==> src/rtl/id_imm_gen_stage_pkg.sv <==
// Shared decode definitions: immediate format enum, RV opcodes and sign extension helper.
package id_pkg;

  typedef enum logic [2:0] {
    FMT_R   = 3'd0,
    FMT_I   = 3'd1,
    FMT_S   = 3'd2,
    FMT_B   = 3'd3,
    FMT_U   = 3'd4,
    FMT_J   = 3'd5,
    FMT_ILL = 3'd7
  } imm_fmt_e;

  localparam logic [6:0] OP_IMM = 7'b0010011;
  localparam logic [6:0] LOAD   = 7'b0000011;
  localparam logic [6:0] JALR   = 7'b1100111;
  localparam logic [6:0] SYSTEM = 7'b1110011;
  localparam logic [6:0] STORE  = 7'b0100011;
  localparam logic [6:0] BRANCH = 7'b1100011;
  localparam logic [6:0] LUI    = 7'b0110111;
  localparam logic [6:0] AUIPC  = 7'b0010111;
  localparam logic [6:0] JAL    = 7'b1101111;
  localparam logic [6:0] OP     = 7'b0110011;

  // Every format is first assembled as a 32-bit value whose bit 31 is inst[31],
  // so widening from bit 31 gives the correct result for any XLEN up to 64.
  function automatic logic [63:0] sext(input logic [31:0] v);
    return {{32{v[31]}}, v};
  endfunction

endpackage

==> src/rtl/id_imm_gen_stage_if.sv <==
// Handshake bundle between IF/ID, the immediate stage and ID/EX.
interface id_imm_gen_stage_if #(
  parameter int XLEN = 32
);
  logic            in_valid;
  logic            in_ready;
  logic [31:0]     in_inst;
  logic [XLEN-1:0] in_pc;
  logic            out_valid;
  logic            out_ready;
  logic [XLEN-1:0] out_imm;
  logic [2:0]      out_fmt;
  logic            out_illegal;
  logic [XLEN-1:0] out_pc;
  logic [XLEN-1:0] out_target;

  // Upstream/downstream environment view.
  modport master (
    output in_valid, in_inst, in_pc, out_ready,
    input  in_ready, out_valid, out_imm, out_fmt, out_illegal, out_pc, out_target
  );

  // Stage view.
  modport slave (
    input  in_valid, in_inst, in_pc, out_ready,
    output in_ready, out_valid, out_imm, out_fmt, out_illegal, out_pc, out_target
  );
endinterface

==> src/rtl/id_imm_gen_stage_imm_decode.sv <==
// Combinational immediate decoder: instruction word -> sign-extended imm, format, illegal flag.
module imm_decode
  import id_pkg::*;
#(
  parameter int XLEN = 32
) (
  input  logic [31:0]     inst,
  output logic [XLEN-1:0] imm,
  output imm_fmt_e        fmt,
  output logic            illegal
);

  logic [31:0] raw;

  // Select the format from the opcode and assemble its 32-bit immediate.
  always_comb begin
    raw     = '0;
    fmt     = FMT_ILL;
    illegal = 1'b0;
    case (inst[6:0])
      OP_IMM, LOAD, JALR, SYSTEM: begin
        fmt = FMT_I;
        raw = {{20{inst[31]}}, inst[31:20]};
      end
      STORE: begin
        fmt = FMT_S;
        raw = {{20{inst[31]}}, inst[31:25], inst[11:7]};
      end
      BRANCH: begin
        fmt = FMT_B;
        raw = {{19{inst[31]}}, inst[31], inst[7], inst[30:25], inst[11:8], 1'b0};
      end
      LUI, AUIPC: begin
        fmt = FMT_U;
        raw = {inst[31:12], 12'b0};
      end
      JAL: begin
        fmt = FMT_J;
        raw = {{11{inst[31]}}, inst[31], inst[19:12], inst[20], inst[30:21], 1'b0};
      end
      OP: begin
        fmt = FMT_R;
        raw = '0;
      end
      default: begin
        fmt     = FMT_ILL;
        illegal = 1'b1;
        raw     = '0;
      end
    endcase
  end

  assign imm = XLEN'(sext(raw));

endmodule

==> src/rtl/id_imm_gen_stage.sv <==
// Registered ID-stage immediate generator with valid/ready handshake and optional skid entry.
module id_imm_gen_stage
  import id_pkg::*;
#(
  parameter int XLEN      = 32,
  parameter bit EN_TARGET = 1'b1,
  parameter bit SKID      = 1'b1
) (
  input logic                clk,
  input logic                rst_n,
  input logic                flush,
  id_imm_gen_stage_if.slave  bus
);

  logic [XLEN-1:0] dec_imm;
  imm_fmt_e        dec_fmt;
  logic            dec_illegal;
  logic [XLEN-1:0] dec_target;

  imm_decode #(.XLEN(XLEN)) u_imm_decode (
    .inst    (bus.in_inst),
    .imm     (dec_imm),
    .fmt     (dec_fmt),
    .illegal (dec_illegal)
  );

  assign dec_target = EN_TARGET ? (bus.in_pc + dec_imm) : '0;

  logic            out_valid_q;
  logic [XLEN-1:0] out_imm_q;
  imm_fmt_e        out_fmt_q;
  logic            out_illegal_q;
  logic [XLEN-1:0] out_pc_q;
  logic [XLEN-1:0] out_target_q;

  logic            skid_valid_q;
  logic [XLEN-1:0] skid_imm_q;
  imm_fmt_e        skid_fmt_q;
  logic            skid_illegal_q;
  logic [XLEN-1:0] skid_pc_q;
  logic [XLEN-1:0] skid_target_q;

  logic in_ready_q;
  logic in_ready;
  logic out_free;
  logic accept;

  // Output slot can take a new entry when it is empty or being consumed this cycle.
  assign out_free = ~out_valid_q | bus.out_ready;
  assign in_ready = SKID ? in_ready_q : out_free;
  assign accept   = bus.in_valid & in_ready;

  // Output register, skid entry and registered ready; skid always drains before new input.
  always_ff @(posedge clk or negedge rst_n) begin
    if (!rst_n) begin
      out_valid_q    <= 1'b0;
      out_imm_q      <= '0;
      out_fmt_q      <= FMT_R;
      out_illegal_q  <= 1'b0;
      out_pc_q       <= '0;
      out_target_q   <= '0;
      skid_valid_q   <= 1'b0;
      skid_imm_q     <= '0;
      skid_fmt_q     <= FMT_R;
      skid_illegal_q <= 1'b0;
      skid_pc_q      <= '0;
      skid_target_q  <= '0;
      in_ready_q     <= 1'b1;
    end else if (flush) begin
      out_valid_q  <= 1'b0;
      skid_valid_q <= 1'b0;
      in_ready_q   <= 1'b1;
    end else begin
      if (out_free) begin
        if (skid_valid_q) begin
          out_valid_q   <= 1'b1;
          out_imm_q     <= skid_imm_q;
          out_fmt_q     <= skid_fmt_q;
          out_illegal_q <= skid_illegal_q;
          out_pc_q      <= skid_pc_q;
          out_target_q  <= skid_target_q;
          skid_valid_q  <= 1'b0;
        end else if (accept) begin
          out_valid_q   <= 1'b1;
          out_imm_q     <= dec_imm;
          out_fmt_q     <= dec_fmt;
          out_illegal_q <= dec_illegal;
          out_pc_q      <= bus.in_pc;
          out_target_q  <= dec_target;
        end else begin
          out_valid_q <= 1'b0;
        end
      end else if (accept && SKID) begin
        skid_valid_q   <= 1'b1;
        skid_imm_q     <= dec_imm;
        skid_fmt_q     <= dec_fmt;
        skid_illegal_q <= dec_illegal;
        skid_pc_q      <= bus.in_pc;
        skid_target_q  <= dec_target;
      end
      // Ready next cycle unless the skid entry is (or is becoming) occupied.
      in_ready_q <= out_free ? 1'b1 : ~(skid_valid_q | accept);
    end
  end

  assign bus.in_ready    = in_ready;
  assign bus.out_valid   = out_valid_q;
  assign bus.out_imm     = out_imm_q;
  assign bus.out_fmt     = out_fmt_q;
  assign bus.out_illegal = out_illegal_q;
  assign bus.out_pc      = out_pc_q;
  assign bus.out_target  = out_target_q;

endmodule

==> src/flat_wrapper.sv <==
// flat-port wrapper written by rule: the top's interface ports become plain ports
module id_imm_gen_stage_flat import id_pkg::*;
#(
  parameter int XLEN      = 32,
  parameter bit EN_TARGET = 1'b1,
  parameter bit SKID      = 1'b1
)
  (clk, rst_n, flush, bus_in_valid, bus_in_inst, bus_in_pc, bus_out_ready, bus_in_ready, bus_out_valid, bus_out_imm, bus_out_fmt, bus_out_illegal, bus_out_pc, bus_out_target);
  id_imm_gen_stage_if #(.XLEN(XLEN)) bus_i ();
  input logic clk;
  input logic rst_n;
  input logic flush;
  input wire logic [$bits(bus_i.in_valid)-1:0] bus_in_valid;
  input wire logic [$bits(bus_i.in_inst)-1:0] bus_in_inst;
  input wire logic [$bits(bus_i.in_pc)-1:0] bus_in_pc;
  input wire logic [$bits(bus_i.out_ready)-1:0] bus_out_ready;
  output wire logic [$bits(bus_i.in_ready)-1:0] bus_in_ready;
  output wire logic [$bits(bus_i.out_valid)-1:0] bus_out_valid;
  output wire logic [$bits(bus_i.out_imm)-1:0] bus_out_imm;
  output wire logic [$bits(bus_i.out_fmt)-1:0] bus_out_fmt;
  output wire logic [$bits(bus_i.out_illegal)-1:0] bus_out_illegal;
  output wire logic [$bits(bus_i.out_pc)-1:0] bus_out_pc;
  output wire logic [$bits(bus_i.out_target)-1:0] bus_out_target;
  assign bus_i.in_valid = bus_in_valid;
  assign bus_i.in_inst = bus_in_inst;
  assign bus_i.in_pc = bus_in_pc;
  assign bus_i.out_ready = bus_out_ready;
  assign bus_in_ready = bus_i.in_ready;
  assign bus_out_valid = bus_i.out_valid;
  assign bus_out_imm = bus_i.out_imm;
  assign bus_out_fmt = bus_i.out_fmt;
  assign bus_out_illegal = bus_i.out_illegal;
  assign bus_out_pc = bus_i.out_pc;
  assign bus_out_target = bus_i.out_target;
  id_imm_gen_stage #(.XLEN(XLEN), .EN_TARGET(EN_TARGET), .SKID(SKID)) u_core (.clk(clk), .rst_n(rst_n), .flush(flush), .bus(bus_i));
endmodule
==> config.mk <==
export PLATFORM = sky130hd
export DESIGN_NAME = id_imm_gen_stage_flat
export DESIGN_NICKNAME = d
export VERILOG_FILES = /design/src/rtl/id_imm_gen_stage_pkg.sv /design/src/rtl/id_imm_gen_stage_if.sv /design/src/rtl/id_imm_gen_stage_imm_decode.sv /design/src/rtl/id_imm_gen_stage.sv /design/src/flat_wrapper.sv
export SDC_FILE = /design/constraint.sdc
export NUM_CORES = 1
export LEC_CHECK = 0
export ABC_AREA = 1
export CAP_MARGIN = 20
export CELL_PAD_IN_SITES_DETAIL_PLACEMENT = 0
export CELL_PAD_IN_SITES_GLOBAL_PLACEMENT = 1
export CORE_MARGIN = 1
export CORE_UTILIZATION = 25
export CTS_CLUSTER_SIZE = 10
export DETAILED_ROUTE_END_ITERATION = 6
export GPL_ROUTABILITY_DRIVEN = 1
export PLACE_DENSITY = 0.57
export SETUP_SLACK_MARGIN = 0.02
export SYNTH_ARGS = -nofsm -noshare
export SYNTH_HDL_FRONTEND = slang
export SYNTH_SLANG_ARGS = --single-unit
==> constraint.sdc <==
create_clock -name clk -period 2 [get_ports clk]
set_input_delay 0.3 -clock clk [delete_from_list [all_inputs] [get_ports clk]]
set_output_delay 0.3 -clock clk [all_outputs]
set_load 0.005 [all_outputs]
==> results of run 1 <==
==> critical path: cells and delay by family <==
kind | cells | cell delay [ps]
fa+ha+maj | 1 | 230
buf+inv | 8 | 880
simple gates | 15 | 1150
compound gates | 2 | 310
==> cell usage after synthesis (all sizes together) <==
cell type	instances	share of area, %
nand3	43	1.9
ha	31	3.4
nand4	7	0.38
xnor2	13	0.99
nand3b	5	0.33
buf	43	2.1
dfrtp	202	44
fa	1	0.17
xor2	1	0.076
inv	196	6.4
dfstp	1	0.23
clkbuf	27	0.89
nor3	18	1.3
a21oi	55	2.5
nor2	140	4.9
o21bai	3	0.20
o2111ai	1	0.076
o21a	13	0.85
or2	1	0.055
nand2	537	18
a31oi	14	0.76
a2bb2oi	2	0.15
o21ai	228	10
a21o	7	0.46
==> where the power goes <==
group | internal, mW | switching [mW] | total [mW]
sequential | 4.92 | 0.435 | 5.35
clock | 2.56 | 1.85 | 4.41
combinational | 1.70 | 1.58 | 3.28
==> registers in the layout, summed over array words and instances, names as in the netlist, 3 cells and up <==
name                   flops
u_core.skid_pc_q          32
u_core.skid_imm_q         32
u_core.skid_target_q      32
u_core.bus.out_imm        32
u_core.bus.out_target     32
u_core.skid_fmt_q          3
u_core.bus.out_fmt         3
u_core.bus.out_pc         32
==> logic make-up (layout without fill, tap and decap cells) <==
group,Yosys count,after routing,share of synthesized area [%]
compound gates,323,323,15.0
xor+xnor,14,14,1.07
fa+ha+maj,32,32,3.55
buf+inv,266,662,9.45
flops,203,203,44.3
simple gates,751,751,26.6
==> repair_timing <==
item                                    4_1_cts  5_1_grt
pin swaps                                    87      118
buffers inserted                             43       24
endpoints found under the setup margin       65       60
gates cloned                                  1        0
resized for setup                           306      189
endpoints found under the hold margin        43        0
hold buffers                                  1        0
==> worst max path at each step <==
stage | slack [ps] | end
global route | -600 | u_core.bus.out_target[30]$_DFFE_PN0P_
global placement | -1810 | u_core.bus.out_target[14]$_DFFE_PN0P_
floorplan | -390 | u_core.bus.out_target[23]$_DFFE_PN0P_
finish | -470 | u_core.bus.out_target[30]$_DFFE_PN0P_
CTS | -480 | u_core.bus.out_target[22]$_DFFE_PN0P_
detailed placement | -1770 | u_core.bus.out_target[14]$_DFFE_PN0P_
==> layout make-up <==
class / count / area, um2 / share of cell area, %
repair buffers: 423 / 4020 / 21.5
well taps: 600 / 751 / 4.01
flip-flops and latches: 203 / 5080 / 27.1
inverters: 196 / 773 / 4.13
clock buffers: 39 / 749 / 4.00
multi-input cells: 1120 / 7320 / 39.1
clock inverters: 4 / 31.3 / 0.167
==> layer usage <==
metal | vias to the layer above | wire (um) | GRT usage, %
li1 | 5796 | - | -
met1 | 5415 | 21800 | 27.5
met2 | 181 | 20100 | 30.3
met3 | 51 | 1560 | 2.57
met4 | 0 | 853 | 3.69
met5 | - | 0 | 0
==> flow_summary.json, run 1 <==
{
  "gp_congestion": 0.890,
  "syn_to_final_growth_pct": 63.2,
  "critPathLaunch": "bus_in_inst[2]",
  "drive_gt1_share_pct": 34.1,
  "netlist_area_mm2": 0.0115,
  "yosysSeqAreaShare_pct": 44.3,
  "route.detailed.drc": 0,
  "final_cell_area_mm2": 0.0187,
  "vdd_drop_max_uv": 475,
  "ys_warn_count": 0,
  "hold_violations": 0,
  "fin_total_pwr_mw": 13.0,
  "fin_util_pct": 41.4,
  "numCtsBuffers": 26,
  "overflow": 0,
  "skew_ps": 12.3,
  "die_area_mm2": 0.0468,
  "fp-row-count": 78,
  "viasPerCell": 4.43,
  "hold_path_class": "in -> async",
  "cp-start-kind": "input pin",
  "cts.sinks": 203,
  "setup_ws_ps": -471,
  "grt_setup_unrepaired": "true",
  "num-fill-cells": 4677,
  "nNetsFinal": 2071,
  "grt_pass1_vias": 11544,
  "r2r_slack_ps": 300,
  "worstSetupEndpointType": "flop",
  "synth_cell_types": 40,
  "cts_tree": "built",
  "worstPathMaxFanout": 7,
  "ios": 171,
  "die_w_um": 216,
  "finalSetupTns_ps": -17540,
  "final_common_cell": "nand2_1",
  "dp.cells": 2481,
  "failed_checks": "negative setup slack",
  "drt_first_pass_iters": 5,
  "cts_buffer_depth": 3,
  "postPlaceCellArea_mm2": 0.0156,
  "slowest_delay_ps": 230,
  "grt.total_usage_pct": 19.1,
  "dp_slack_ps": -1770,
  "grt_pass1_wl_um": 69100,
  "finalCritPeriodShare_pct": 124,
  "grt_max_degree": 131,
  "maxSlewViolCount": 0,
  "arrival_ps": 2910,
  "syn_inst": 1589,
  "routedWlPerCell_um": 17.2,
  "antenna_found_initial": 0,
  "reg2reg_from": "u_core.bus.out_valid$_DFFE_PN0N_",
  "regToRegEndpoint": "u_core.skid_imm_q[18]$_DFFE_PN0P_",
  "crit_type": "in -> reg",
  "fmax_ghz": 0.405,
  "relSlewSlack_pct": 60.2,
  "clkLatencyLatePin_ps": 550,
  "ant_nets": 0,
  "maxCapViolCount": 0,
  "diodes": 0,
  "critical-path-slowest-cell": "ha_4",
  "ys_ff_latch": 203,
  "htreeDepth": 1,
  "whs_ps": 262,
  "final_cell_mix": "392 x nand2_1, 201 x dfrtp_1, 195 x buf_4, 180 x o21ai_0, 161 x clkdlybuf4s50_1",
  "synthesis.nets": 1690,
  "core_mm2": 0.0453,
  "required_ps": 2440,
  "power_density_mw_per_mm2": 696,
  "initial_core_util_pct": 25.3,
  "syn_area_per_cell_um2": 7.22,
  "drt_wl_total_um": 44300,
  "finalSetupViolCount": 57,
  "ff2ff_path_depth": 10,
  "finalCriticalPeriod_ps": 2470,
  "die-height_um": 216,
  "io_buffers": 170,
  "dp.final_hpwl_um": 32200,
  "cellLeakagePower_nw": 9.21,
  "clkTransAtPathRegs_ps": 60,
  "initialDrtViolationCount": 778,
  "cts_root_buf": "clkbuf_16",
  "fin_cells": 2585,
  "max_slew.worst_pin.slew_ps": 597,
  "dr_total_vias": 11443,
  "status": "finished, violations left",
  "worst_path_most_repeated_cell": "nand2_4"
}
(Power assumes the default switching activity.)
==> run 2, diff against run 1 <==
- CORE_UTILIZATION: 25 -> 40
- PLACE_DENSITY: 0.57 -> 0.83
==> run 2 against run 1 <==
  * Sequential cell count did not move
  * Power fell by 3.3%
  * Global-route usage rose by 7.1 points
  * The run still ends with negative setup slack left
  * Worst setup slack improved by 120 ps
  * Die area fell by 37%
  * Sequential share of layout area rose by 1.6 points
  * Sequential power barely moved
==> flow_summary.json, run 2 (synthesis results as in run 1) <==
{
  "finalCriticalPeriod_ps": 2350,
  "maxCapViolCount": 0,
  "htreeDepth": 1,
  "cts.sinks": 203,
  "final_cell_mix": "410 x nand2_1, 201 x dfrtp_1, 180 x o21ai_0, 161 x clkdlybuf4s50_1, 160 x buf_4",
  "route.detailed.drc": 0,
  "final_common_cell": "nand2_1",
  "clkLatencyLatePin_ps": 550,
  "die-height_um": 171,
  "fmax_ghz": 0.426,
  "core_mm2": 0.0280,
  "power_density_mw_per_mm2": 712,
  "finalCritPeriodShare_pct": 117,
  "antenna_found_initial": 0,
  "arrival_ps": 2780,
  "initialDrtViolationCount": 872,
  "diodes": 0,
  "dp.cells": 2232,
  "grt.total_usage_pct": 26.2,
  "grt_pass1_vias": 10937,
  "io_buffers": 170,
  "ant_nets": 0,
  "cellLeakagePower_nw": 8.79,
  "fp-row-count": 61,
  "finalSetupTns_ps": -11760,
  "num-fill-cells": 2437,
  "drt_wl_total_um": 38600,
  "die_area_mm2": 0.0294,
  "relSlewSlack_pct": 48.7,
  "failed_checks": "negative setup slack",
  "dr_total_vias": 11558,
  "maxSlewViolCount": 0,
  "max_slew.worst_pin.slew_ps": 770,
  "overflow": 0,
  "skew_ps": 11.6,
  "grt_pass1_wl_um": 59400,
  "cts_root_buf": "clkbuf_16",
  "die_w_um": 171,
  "syn_to_final_growth_pct": 54.4,
  "cts_buffer_depth": 3,
  "ios": 171,
  "regArea_mm2": 0.00508,
  "viasPerCell": 5.00,
  "finalSetupViolCount": 52,
  "numCtsBuffers": 25,
  "required_ps": 2430,
  "grt_max_degree": 72,
  "gp_congestion": 0.976,
  "vdd_drop_max_uv": 606,
  "multi_input_area_mm2": 0.00709,
  "worstPathMaxFanout": 6,
  "crit_type": "in -> reg",
  "hold_violations": 0,
  "routedWlPerCell_um": 16.7,
  "nNetsFinal": 2024,
  "setup_ws_ps": -349,
  "hold_path_class": "in -> reg",
  "fin_total_pwr_mw": 12.6,
  "fin_cells": 2312,
  "drt_first_pass_iters": 5,
  "worstSetupEndpointType": "flop",
  "grt_setup_unrepaired": "true",
  "clkTransAtPathRegs_ps": 50,
  "status": "finished, violations left",
  "initial_core_util_pct": 41.0,
  "cts_tree": "built",
  "dp.final_hpwl_um": 27500,
  "whs_ps": 261,
  "drive_gt1_share_pct": 30.6,
  "cp-start-kind": "input pin"
}
-- run 2: layer usage --
layer | wire length, um | vias up | global-route usage [%]
li1 | - | 5696 | -
met1 | 17800 | 5424 | 38.4
met2 | 17000 | 365 | 40.1
met3 | 2430 | 73 | 3.18
met4 | 1320 | 0 | 8.27
met5 | 0 | - | 0
-- run 2: worst paths after layout --
path	from	to	slack, ps	depth (start not counted)
max in group asynchronous	rst_n	u_core.bus.in_ready$_DFF_PN1_	1040	3
max reg2reg	u_core.bus.out_valid$_DFFE_PN0N_	u_core.skid_imm_q[23]$_DFFE_PN0P_	290	10
min reg2reg	u_core.bus.out_imm[10]$_DFFE_PN0P_	u_core.bus.out_imm[10]$_DFFE_PN0P_	480	2
min	bus_in_inst[2]	u_core.skid_fmt_q[1]$_DFFE_PN0P_	260	5
max	bus_in_inst[4]	u_core.bus.out_target[25]$_DFFE_PN0P_	-350	22
min in group asynchronous	rst_n	u_core.bus.out_imm[31]$_DFFE_PN0P_	280	2
-- run 2: critical path, stage by stage --
cell	delay, ps
buf_6	100
buf_6	120
nand2_4	60
nand2_4	50
nand2_4	80
o21ai_2	70
nand2_2	100
inv_4	60
nor2_4	170
buf_12	160
buf_6	100
nand2_4	50
ha_4	290
buf_6	120
nand2_4	60
nor2_1	150
nand2_1	130
nand3b_1	230
nand3_2	150
nand3_2	80
nand2_1	70
nand2_1	50
-- run 2: power by group --
group / internal [mW] / switching, mW / leakage (nW)
sequential: 4.92 / 0.430 / 2.57
combinational: 1.64 / 1.51 / 5.87
clock: 2.36 / 1.75 / 0.350
-- run 2: cell type report --
class	instances	area share, %
inverters	196	4.32
clock buffers	35	3.86
flip-flops and latches	203	28.7
multi-input cells	1120	40.0
repair buffers	377	20.3
well taps	378	2.67
clock inverters	3	0.191
-- run 2: per-stage QoR --
step           worst slack [ps]  utilization [%]  area, um2
2_1_floorplan              -390                -      11800
3_3_place_gp              -1430             53.8      15100
3_5_place_dp              -1420             53.8      15100
4_1_cts                    -319             59.8      16700
5_1_grt                    -490             63.2      17700
6_report                   -349             63.2      17700
-- run 2: repair_timing --
item,CTS,global route
setup buffers,20,27
cloned,1,0
hold buffers,1,0
gates resized for setup,208,225
pin swaps,58,100
hold endpoints to repair,44,0
setup endpoints to repair,62,59
==> run 3, diff against run 2 <==
- TNS_END_PERCENT: default -> 5
==> run 3 against run 2 <==
  * The run still ends with negative setup slack left
  * Power is 0.41% higher
  * Largest cell class unchanged
  * Die area is the same
  * Worst hold slack better by 15 ps
  * First-iteration DRC count decreased by 14%
  * Non-clock buffer count grew 6
  * Critical path type unchanged
  * Sequential cell count unchanged
  * Routed wire length fell by 1.1%
  * Clock skew shrank 2.2 ps
  * Final area is 2.5% lower
  * Largest power group unchanged
==> flow_summary.json, run 3 (synthesis results as in run 1) <==
{
  "status": "finished, violations left",
  "failed_checks": "negative setup slack",
  "num-fill-cells": 2431,
  "hold_violations": 0,
  "regToRegEndpoint": "u_core.bus.out_imm[19]$_DFFE_PN0P_",
  "clkTransAtPathRegs_ps": 60,
  "required_ps": 2420,
  "worstSetupEndpointType": "flop",
  "final_cell_mix": "455 x nand2_1, 201 x dfrtp_1, 192 x buf_4, 187 x o21ai_0, 164 x inv_1",
  "cellLeakagePower_nw": 8.66,
  "diodes": 0,
  "viasPerCell": 4.98,
  "syn_to_final_growth_pct": 50.5,
  "arrival_ps": 2880,
  "cts_tree": "built",
  "route.detailed.drc": 0,
  "fp-row-count": 61,
  "cp-start-kind": "input pin",
  "path_delay_family": "simple AND/OR/NAND/NOR gates",
  "die-height_um": 171,
  "maxCapViolCount": 0,
  "finalCriticalPeriod_ps": 2470,
  "worstPathMaxFanout": 4,
  "worstSetupPathDepth": 22,
  "max_slew.worst_pin.slew_ps": 657,
  "maxSlewViolCount": 0,
  "io_buffers": 170,
  "final_common_cell": "nand2_1",
  "ff2ff_path_depth": 7,
  "hold_path_class": "in -> async",
  "numCtsBuffers": 25,
  "nNetsFinal": 2030,
  "setup_ws_ps": -467,
  "drt_first_pass_iters": 6,
  "ios": 171,
  "cts_buffer_depth": 3,
  "cts_root_buf": "clkbuf_16",
  "overflow": 0,
  "grt_pass1_vias": 10814,
  "ant_nets": 0,
  "dr_total_vias": 11541,
  "relSlewSlack_pct": 56.2,
  "critPathLaunch": "bus_in_inst[6]",
  "endpoint": "u_core.bus.out_target[25]$_DFFE_PN0P_",
  "drt_wl_total_um": 38200,
  "gp_congestion": 0.942,
  "cp_num_buf_inv": 5,
  "power_density_mw_per_mm2": 733,
  "r2r_slack_ps": 210,
  "skew_ps": 9.36,
  "finalSetupViolCount": 56,
  "finalSetupTns_ps": -15410,
  "die_w_um": 171,
  "fin_total_pwr_mw": 12.7,
  "slowest_delay_ps": 310,
  "grt_setup_unrepaired": "true",
  "grt_max_degree": 131,
  "dp.final_hpwl_um": 26600,
  "reg2reg_from": "u_core.bus.in_ready$_DFF_PN1_",
  "core_mm2": 0.0280,
  "routedWlPerCell_um": 16.5,
  "antenna_found_initial": 0,
  "critical-path-slowest-cell": "ha_2",
  "grt.total_usage_pct": 25.8,
  "crit_type": "in -> reg",
  "clkLatencyLatePin_ps": 530,
  "grt_pass1_wl_um": 58700,
  "htreeDepth": 1,
  "initialDrtViolationCount": 753,
  "cts.sinks": 203,
  "path_cells": "clkbuf_4, inv_4, nand2_2, nand2_4, o21ai_4, nand2_4, buf_4, o2111ai_2, buf_4, ha_2, nand2_4, inv_1, nand2_1, nand2_2, a21oi_2, nor2_1, nor2_1, nand2_1, nand2_2, nand3_1, nand2_1, nand2_1",
  "die_area_mm2": 0.0294,
  "initial_core_util_pct": 41.0,
  "vdd_drop_max_uv": 569,
  "fmax_ghz": 0.405,
  "drive_gt1_share_pct": 26.8,
  "finalCritPeriodShare_pct": 123,
  "worst_path_most_repeated_cell": "nand2_1"
}
[run 3: worst reg2reg max path, delay by kind of cell (launching register included)]
family	cells	cell delay [ps]
flops	1	540
simple gates	3	420
compound gates	2	390
buf+inv	2	370
[run 3: layer usage]
layer	track usage [%]	vias to the layer above	routed length, um
met1	36.7	5426	17600
li1	-	5691	-
met4	9.12	0	1420
met3	3.04	75	2040
met5	0	-	0
met2	40.5	349	17100
[run 3: area by class of cell]
cell class	instances	area, um2	share of cell area [%]
tap	378	473	2.74
multi-input combinational	1120	6680	38.7
clock inverter	4	73.8	0.427
inverter	196	756	4.37
timing repair buffer	383	3540	20.5
sequential	203	5080	29.4
clock buffer	35	673	3.90
[run 3: how the worst min path moves through the flow]
stage	start	to	slack, ps	cells past startpoint
floorplan	rst_n	u_core.bus.out_fmt[0]$_DFFE_PN0P_	4	0
global placement	rst_n	u_core.skid_imm_q[20]$_DFFE_PN0P_	290	1
detailed placement	rst_n	u_core.bus.out_imm[20]$_DFFE_PN0P_	290	1
CTS	rst_n	u_core.skid_illegal_q$_DFFE_PN0P_	300	2
global route	rst_n	u_core.bus.out_imm[20]$_DFFE_PN0P_	310	2
finish	rst_n	u_core.skid_illegal_q$_DFFE_PN0P_	280	2
[run 3: where the power goes]
part           switching [mW]  leakage (nW)  internal, mW  total, mW
clock network            1.71         0.363          2.57       4.28
logic                    1.44          5.73          1.58       3.02
registers               0.439          2.57          4.92       5.36
total                    3.59          8.66          9.07       12.7
[run 3: what timing repair did]
action | in CTS | in global routing
buffers inserted | 24 | 16
endpoints found under the hold margin | 43 | 0
gates cloned | 1 | 0
resized for setup | 184 | 155
hold buffers | 1 | 0
pin swaps | 42 | 84
setup endpoints to repair | 62 | 60
[run 3: stage by stage]
stage	cells	hold slack [ps]	setup slack (ps)	cell area, um2	util (%)
2_1_floorplan	1589	4.41	-397	11600	-
3_3_place_gp	2238	291	-1570	14800	53.0
4_1_cts	2303	301	-374	16500	59.0
3_5_place_dp	2238	293	-1560	14800	53.0
6_report	2319	275	-467	17300	61.7
5_1_grt	2319	310	-539	17300	61.7
